--- src/rtl/uart_pkg.sv ---
// uart_pkg
// Definitions shared by the parameterised UART transmitter and its bench:
//   - uart_state_t : transmitter FSM states
//   - PARITY_*     : parity-mode encodings for the PARITY parameter
//   - IDX_W        : width of the data/stop bit index (covers up to 9 data bits)
//   - frame_cycles : clock cycles one complete frame occupies on the line
package uart_pkg;

    typedef enum logic [2:0] {
        ST_IDLE   = 3'd0,
        ST_START  = 3'd1,
        ST_DATA   = 3'd2,
        ST_PARITY = 3'd3,
        ST_STOP   = 3'd4
    } uart_state_t;

    localparam int PARITY_NONE = 0;
    localparam int PARITY_ODD  = 1;
    localparam int PARITY_EVEN = 2;

    localparam int IDX_W = 4;

    function automatic int frame_cycles(input int data_bits,
                                        input int parity,
                                        input int stop_bits,
                                        input int clks_per_bit);
        return (1 + data_bits + ((parity != PARITY_NONE) ? 1 : 0) + stop_bits)
               * clks_per_bit;
    endfunction

endpackage

--- src/rtl/uart_baud_tick.sv ---
// uart_baud_tick
// Bit-time strobe generator. Counts receiver_clk cycles while a frame is in
// flight and raises tick in the last cycle of every bit time.
// Ports:
//   receiver_clk : clock
//   rst_n        : asynchronous active-low reset
//   restart      : a word is being accepted; the next cycle is cycle 0 of a bit
//   run          : a frame is on the line; counter held at 0 otherwise
//   tick         : last cycle of the current bit time
module uart_baud_tick #(
    parameter int CLKS_PER_BIT = 16
) (
    input  logic receiver_clk,
    input  logic rst_n,
    input  logic restart,
    input  logic run,
    output logic tick
);

    localparam int CNT_W = (CLKS_PER_BIT > 1) ? $clog2(CLKS_PER_BIT) : 1;
    localparam logic [CNT_W-1:0] LAST = CNT_W'(CLKS_PER_BIT - 1);

    logic [CNT_W-1:0] cnt;

    // With CLKS_PER_BIT=1 LAST is 0, so every running cycle is a boundary.
    assign tick = run && (cnt == LAST);

    always_ff @(posedge receiver_clk or negedge rst_n) begin
        if (!rst_n) begin
            cnt <= '0;
        end else if (restart || !run || tick) begin
            cnt <= '0;
        end else begin
            cnt <= cnt + 1'b1;
        end
    end

endmodule

--- src/rtl/uart_tx_param.sv ---
// uart_tx_param
// Parameterised UART transmitter: start bit, DATA_BITS data bits LSB first,
// optional odd/even parity bit, STOP_BITS stop bits. Each bit lasts
// CLKS_PER_BIT cycles. A word offered in the last stop cycle starts the next
// frame with no idle gap.
// Ports:
//   receiver_clk : clock, all state changes on its rising edge
//   rst_n        : asynchronous active-low reset
//   tx_data      : word to send, captured on the accept edge
//   tx_valid     : tx_data is offered
//   tx_ready     : a word is accepted on this edge if tx_valid is high
//   tx           : registered serial line, idle high
//   busy         : a frame is on the line
//   frame_done   : one-cycle pulse in the cycle after the last stop cycle
module uart_tx_param
    import uart_pkg::*;
#(
    parameter int DATA_BITS    = 8,
    parameter int CLKS_PER_BIT = 16,
    parameter int PARITY       = 0,
    parameter int STOP_BITS    = 1
) (
    input  logic                 receiver_clk,
    input  logic                 rst_n,
    input  logic [DATA_BITS-1:0] tx_data,
    input  logic                 tx_valid,
    output logic                 tx_ready,
    output logic                 tx,
    output logic                 busy,
    output logic                 frame_done
);

    localparam logic [IDX_W-1:0] LAST_DATA = IDX_W'(DATA_BITS - 1);
    localparam logic [IDX_W-1:0] LAST_STOP = IDX_W'(STOP_BITS - 1);

    uart_state_t            state;
    uart_state_t            state_nxt;
    logic [IDX_W-1:0]       bit_idx;
    logic [IDX_W-1:0]       idx_nxt;
    logic [DATA_BITS-1:0]   data_p0;
    logic [DATA_BITS-1:0]   data_nxt;
    logic                   tx_p0;
    logic                   tx_nxt;
    logic                   frame_done_p0;
    logic                   tick;
    logic                   frame_end;
    logic                   accept;

    function automatic logic bit_sel(input logic [DATA_BITS-1:0] d,
                                     input logic [IDX_W-1:0]     i);
        logic [DATA_BITS-1:0] s;
        s = d >> i;
        return s[0];
    endfunction

    function automatic logic parity_bit(input logic [DATA_BITS-1:0] d);
        return (PARITY == PARITY_ODD) ? ~(^d) : (^d);
    endfunction

    uart_baud_tick #(
        .CLKS_PER_BIT(CLKS_PER_BIT)
    ) u_baud (
        .receiver_clk(receiver_clk),
        .rst_n       (rst_n),
        .restart     (accept),
        .run         (busy),
        .tick        (tick)
    );

    assign accept     = tx_valid && tx_ready;
    assign tx         = tx_p0;
    assign frame_done = frame_done_p0;

    // ---- stage p0: state, bit index, captured word and line register ----
    always_ff @(posedge receiver_clk or negedge rst_n) begin
        if (!rst_n) begin
            state         <= ST_IDLE;
            bit_idx       <= '0;
            data_p0       <= '0;
            tx_p0         <= 1'b1;
            frame_done_p0 <= 1'b0;
        end else begin
            state         <= state_nxt;
            bit_idx       <= idx_nxt;
            data_p0       <= data_nxt;
            tx_p0         <= tx_nxt;
            frame_done_p0 <= frame_end;
        end
    end

    always_comb begin
        state_nxt = state;
        idx_nxt   = bit_idx;
        data_nxt  = accept ? tx_data : data_p0;

        case (state)
            ST_IDLE: begin
                if (accept) begin
                    state_nxt = ST_START;
                    idx_nxt   = '0;
                end
            end
            ST_START: begin
                if (tick) begin
                    state_nxt = ST_DATA;
                    idx_nxt   = '0;
                end
            end
            ST_DATA: begin
                if (tick) begin
                    if (bit_idx == LAST_DATA) begin
                        idx_nxt   = '0;
                        state_nxt = (PARITY != PARITY_NONE) ? ST_PARITY : ST_STOP;
                    end else begin
                        idx_nxt = bit_idx + 1'b1;
                    end
                end
            end
            ST_PARITY: begin
                if (tick) begin
                    state_nxt = ST_STOP;
                    idx_nxt   = '0;
                end
            end
            ST_STOP: begin
                if (tick) begin
                    if (bit_idx == LAST_STOP) begin
                        // A word taken in the last stop cycle goes straight to START.
                        idx_nxt   = '0;
                        state_nxt = accept ? ST_START : ST_IDLE;
                    end else begin
                        idx_nxt = bit_idx + 1'b1;
                    end
                end
            end
            default: begin
                state_nxt = ST_IDLE;
                idx_nxt   = '0;
            end
        endcase

        // The line register is loaded with the level of the bit being entered,
        // so tx changes exactly on the bit boundary and never glitches.
        case (state_nxt)
            ST_START:  tx_nxt = 1'b0;
            ST_DATA:   tx_nxt = bit_sel(data_nxt, idx_nxt);
            ST_PARITY: tx_nxt = parity_bit(data_nxt);
            default:   tx_nxt = 1'b1;
        endcase
    end

    always_comb begin
        frame_end = (state == ST_STOP) && tick && (bit_idx == LAST_STOP);
        tx_ready  = (state == ST_IDLE) || frame_end;
        busy      = (state != ST_IDLE);
    end

endmodule

--- config.mk ---
export PLATFORM = sky130hd
export DESIGN_NAME = uart_tx_param
export DESIGN_NICKNAME = d
export VERILOG_FILES = /design/src/rtl/uart_pkg.sv /design/src/rtl/uart_baud_tick.sv /design/src/rtl/uart_tx_param.sv
export SDC_FILE = /design/constraint.sdc
export NUM_CORES = 1
export LEC_CHECK = 0
export CORE_ASPECT_RATIO = 1.25
export CORE_UTILIZATION = 59
export DETAILED_ROUTE_END_ITERATION = 7
export PLACE_DENSITY_LB_ADDON = 0.2
export SYNTH_ARGS = -nofsm -noshare
export SYNTH_HDL_FRONTEND = slang
export SYNTH_SLANG_ARGS = --single-unit
export TNS_END_PERCENT = 30
--- constraint.sdc ---
create_clock -name receiver_clk -period 3.8 [get_ports receiver_clk]
set_input_delay 0.76 -clock receiver_clk [delete_from_list [all_inputs] [get_ports receiver_clk]]
set_output_delay 0.76 -clock receiver_clk [all_outputs]
set_load 0.005 [all_outputs]
==> impl_metrics.yaml <==
run_status:
  outcome: "finished, violations left"
  violations: "DRC"
die:
  core.rowCount: 18
  chipWidth_um: 43.6
  die-area_sq_um: 2350
  initial_utilization: 0.637
  die_h_um: 54
  core_sq_um: 2000
  ios: 15
cells_and_area:
  fin_util: 0.714
  seqCellArea_sq_um: 527
  diodes: 0
  layout.nets: 158
  fillerInstances: 156
  multi_input_area_sq_um: 664
  drive_gt1_frac: 0.126
  area_delta_synth_final_pct: 12.2
worst_setup_path:
  worstReg2RegEnd: "tx$_DFF_PN1_"
  r2r_cells: 9
  cp_max_fo: 5
  path_class: "reg -> out"
  regToRegStartpoint: "u_baud.cnt[0]$_DFF_PN0_"
  arrival_ns: 2.04
  required_ns: 3.04
  reg2reg_slack_ns: 1.10
  end_kind: "output port"
  setup.worst_path.start: "bit_idx[1]$_DFF_PN0_"
  worst_setup_path_start_kind: "flop"
clock_network:
  clock_insertion_delay_worst_skew_ns: 0.31
  cts_buffers: 3
  cts_tree: "built"
  cts.sinks: 21
  ctsHoldBuffers: 0
  cts-htree-levels: 1
  post_cts_buffers: 0
  clockBufferDepth: 2
  post_cts_resized: 0
  clkTransAtPathRegs_ns: 0.11
  root_buffer: "clkbuf_4"
routing:
  vias_per_cell: 5.99
  drtIter0Drc: 27
  wl_per_cell_um: 15.0
  drc: 1
  antenna_left: 0
  drt_wl_total_um: 2450
  drtPass1Iterations: 6
  vias: 977
worst_hold_path:
  hold_end: "u_baud.cnt[0]$_DFF_PN0_"
  hold_start: "u_baud.cnt[0]$_DFF_PN0_"
  whs_path_depth: 1
  holdCritPathClass: "reg -> reg"
sta:
  max_freq_mhz: 357
  tns_ns: 0
  period_share: 0.737
  finalHoldViolCount: 0
  rsz0062_at_grt: "no"
  final-max-slew-violation-count: 0
  period_minus_slack_ns: 2.80
  setup_viol: 0
  worst_pin_slew_ns: 0.923
  whs_ns: 0.471
  skew_ns: 0.00524
  max_slew_margin: 0.383
global_routing:
  track_usage: 0.251
  grt_max_degree: 22
  grt-ovfl-total: 0
  grt_pass1_vias: 938
  grt_first_pass_wirelength_um: 4260
  antenna_found_initial: 0
placement:
  gp_congestion: 0.930
  hpwl_um: 1870
  numPortBuffers: 14
synth:
  synth_top_area_frac: 0.392
  ys_types: 39
  yosys.area.top_type: "dfrtp_1"
  ys_warn_count: 0
  yosys_register_bits: 21
  synth_enable_flop_cells: 0
  avgSynthCellArea_sq_um: 9.74
  syn_nets: 145
  yosysSeqAreaShare: 0.413
  ys_async_sr_fraction: 1.00
  syn_area_sq_um: 1280
  synthTopCellsByArea: "dfrtp_1 39%, mux2i_2 6.5%, xnor2_1 4.8%, a21oi_1 3.9%, inv_1 3.8%"
  yosysMostFrequentCell: "dfrtp_1"
  synth_cells: 131
  synth_common_cells: "20 x dfrtp_1, 13 x inv_1, 10 x a21oi_1, 10 x nor2_1, 8 x nand2_1"
  ys.flop_type: "dfrtp_1"
power_and_ir_drop:
  power_mw: 1.08
  irDropWorstVdd_mv: 0.644
  leakagePower_nw: 0.629
  p_per_area_nw_per_um2: 754
run:
  maxCapViolations: 0
-- report_power, final --
part	total [mW]	switching, mW	internal (mW)
Clock	0.108	0.0671	0.0410
Combinational	0.591	0.284	0.307
Sequential	0.380	0.0688	0.312
Total	1.08	0.420	0.660
-- cells in the final DEF, fill, tap and decap left out, types with 3 or more instances in the layout --
cell type	n
dfrtp_1	20
o21ai_0	7
nand3_1	4
mux2i_2	6
ha_1	3
clkdlybuf4s50_1	14
a21oi_1	10
xnor2_1	7
mux2i_1	3
nor2_1	10
inv_1	13
nand2_1	8
mux2_2	3
clkbuf_4	3
-- stage by stage --
stage,cells,area [sq um],setup slack [ns]
floorplan,131,1280,1.37
global placement,159,1410,0.792
detailed placement,159,1410,0.710
CTS,163,1430,0.983
global route,163,1430,0.833
finish,163,1430,0.999
-- logic make-up (layout without fill, tap and decap cells) --
group | Yosys count | after routing | synth area share
simple gates | 38 | 38 | 0.164
compound gates | 29 | 29 | 0.145
flops | 21 | 21 | 0.413
buf+inv | 19 | 31 | 0.0667
mux | 12 | 12 | 0.115
xor+xnor | 9 | 9 | 0.0677
fa+ha+maj | 3 | 3 | 0.0294
-- routing by layer --
layer,GRT usage,up-vias,routed length (um)
li1,-,475,-
met1,0.306,473,1060
met2,0.450,22,1270
met3,0.0302,7,61
met4,0.0990,0,59
met5,0,-,0
-- flip-flops by register name (all words and copies together) (netlist names) --
name	cells
bit_idx	4
data_p0	8
frame_done	1
state	3
tx	1
u_baud.cnt	4
-- cell type report --
| class | count | share of cell area |
|---|---|---|
| Tap cell | 20 | 0.0175 |
| Timing Repair Buffer | 14 | 0.0979 |
| Clock buffer | 4 | 0.0184 |
| Multi-Input combinational cell | 91 | 0.464 |
| Inverter | 13 | 0.0341 |
| Sequential cell | 21 | 0.368 |
-- worst max-delay path by stage --
stage | end
floorplan | tx$_DFF_PN1_
global placement | tx$_DFF_PN1_
detailed placement | tx$_DFF_PN1_
CTS | tx_ready
global route | tx_ready
finish | tx_ready
-- worst max-delay path, cell delays in order (launching register included) --
cell	delay, ns
dfrtp_1	0.46
inv_1	0.09
ha_1	0.16
nor3b_4	0.27
nand2_2	0.11
a21oi_1	0.15
clkdlybuf4s50_1	0.51
Power figures use the tool's default switching activity.
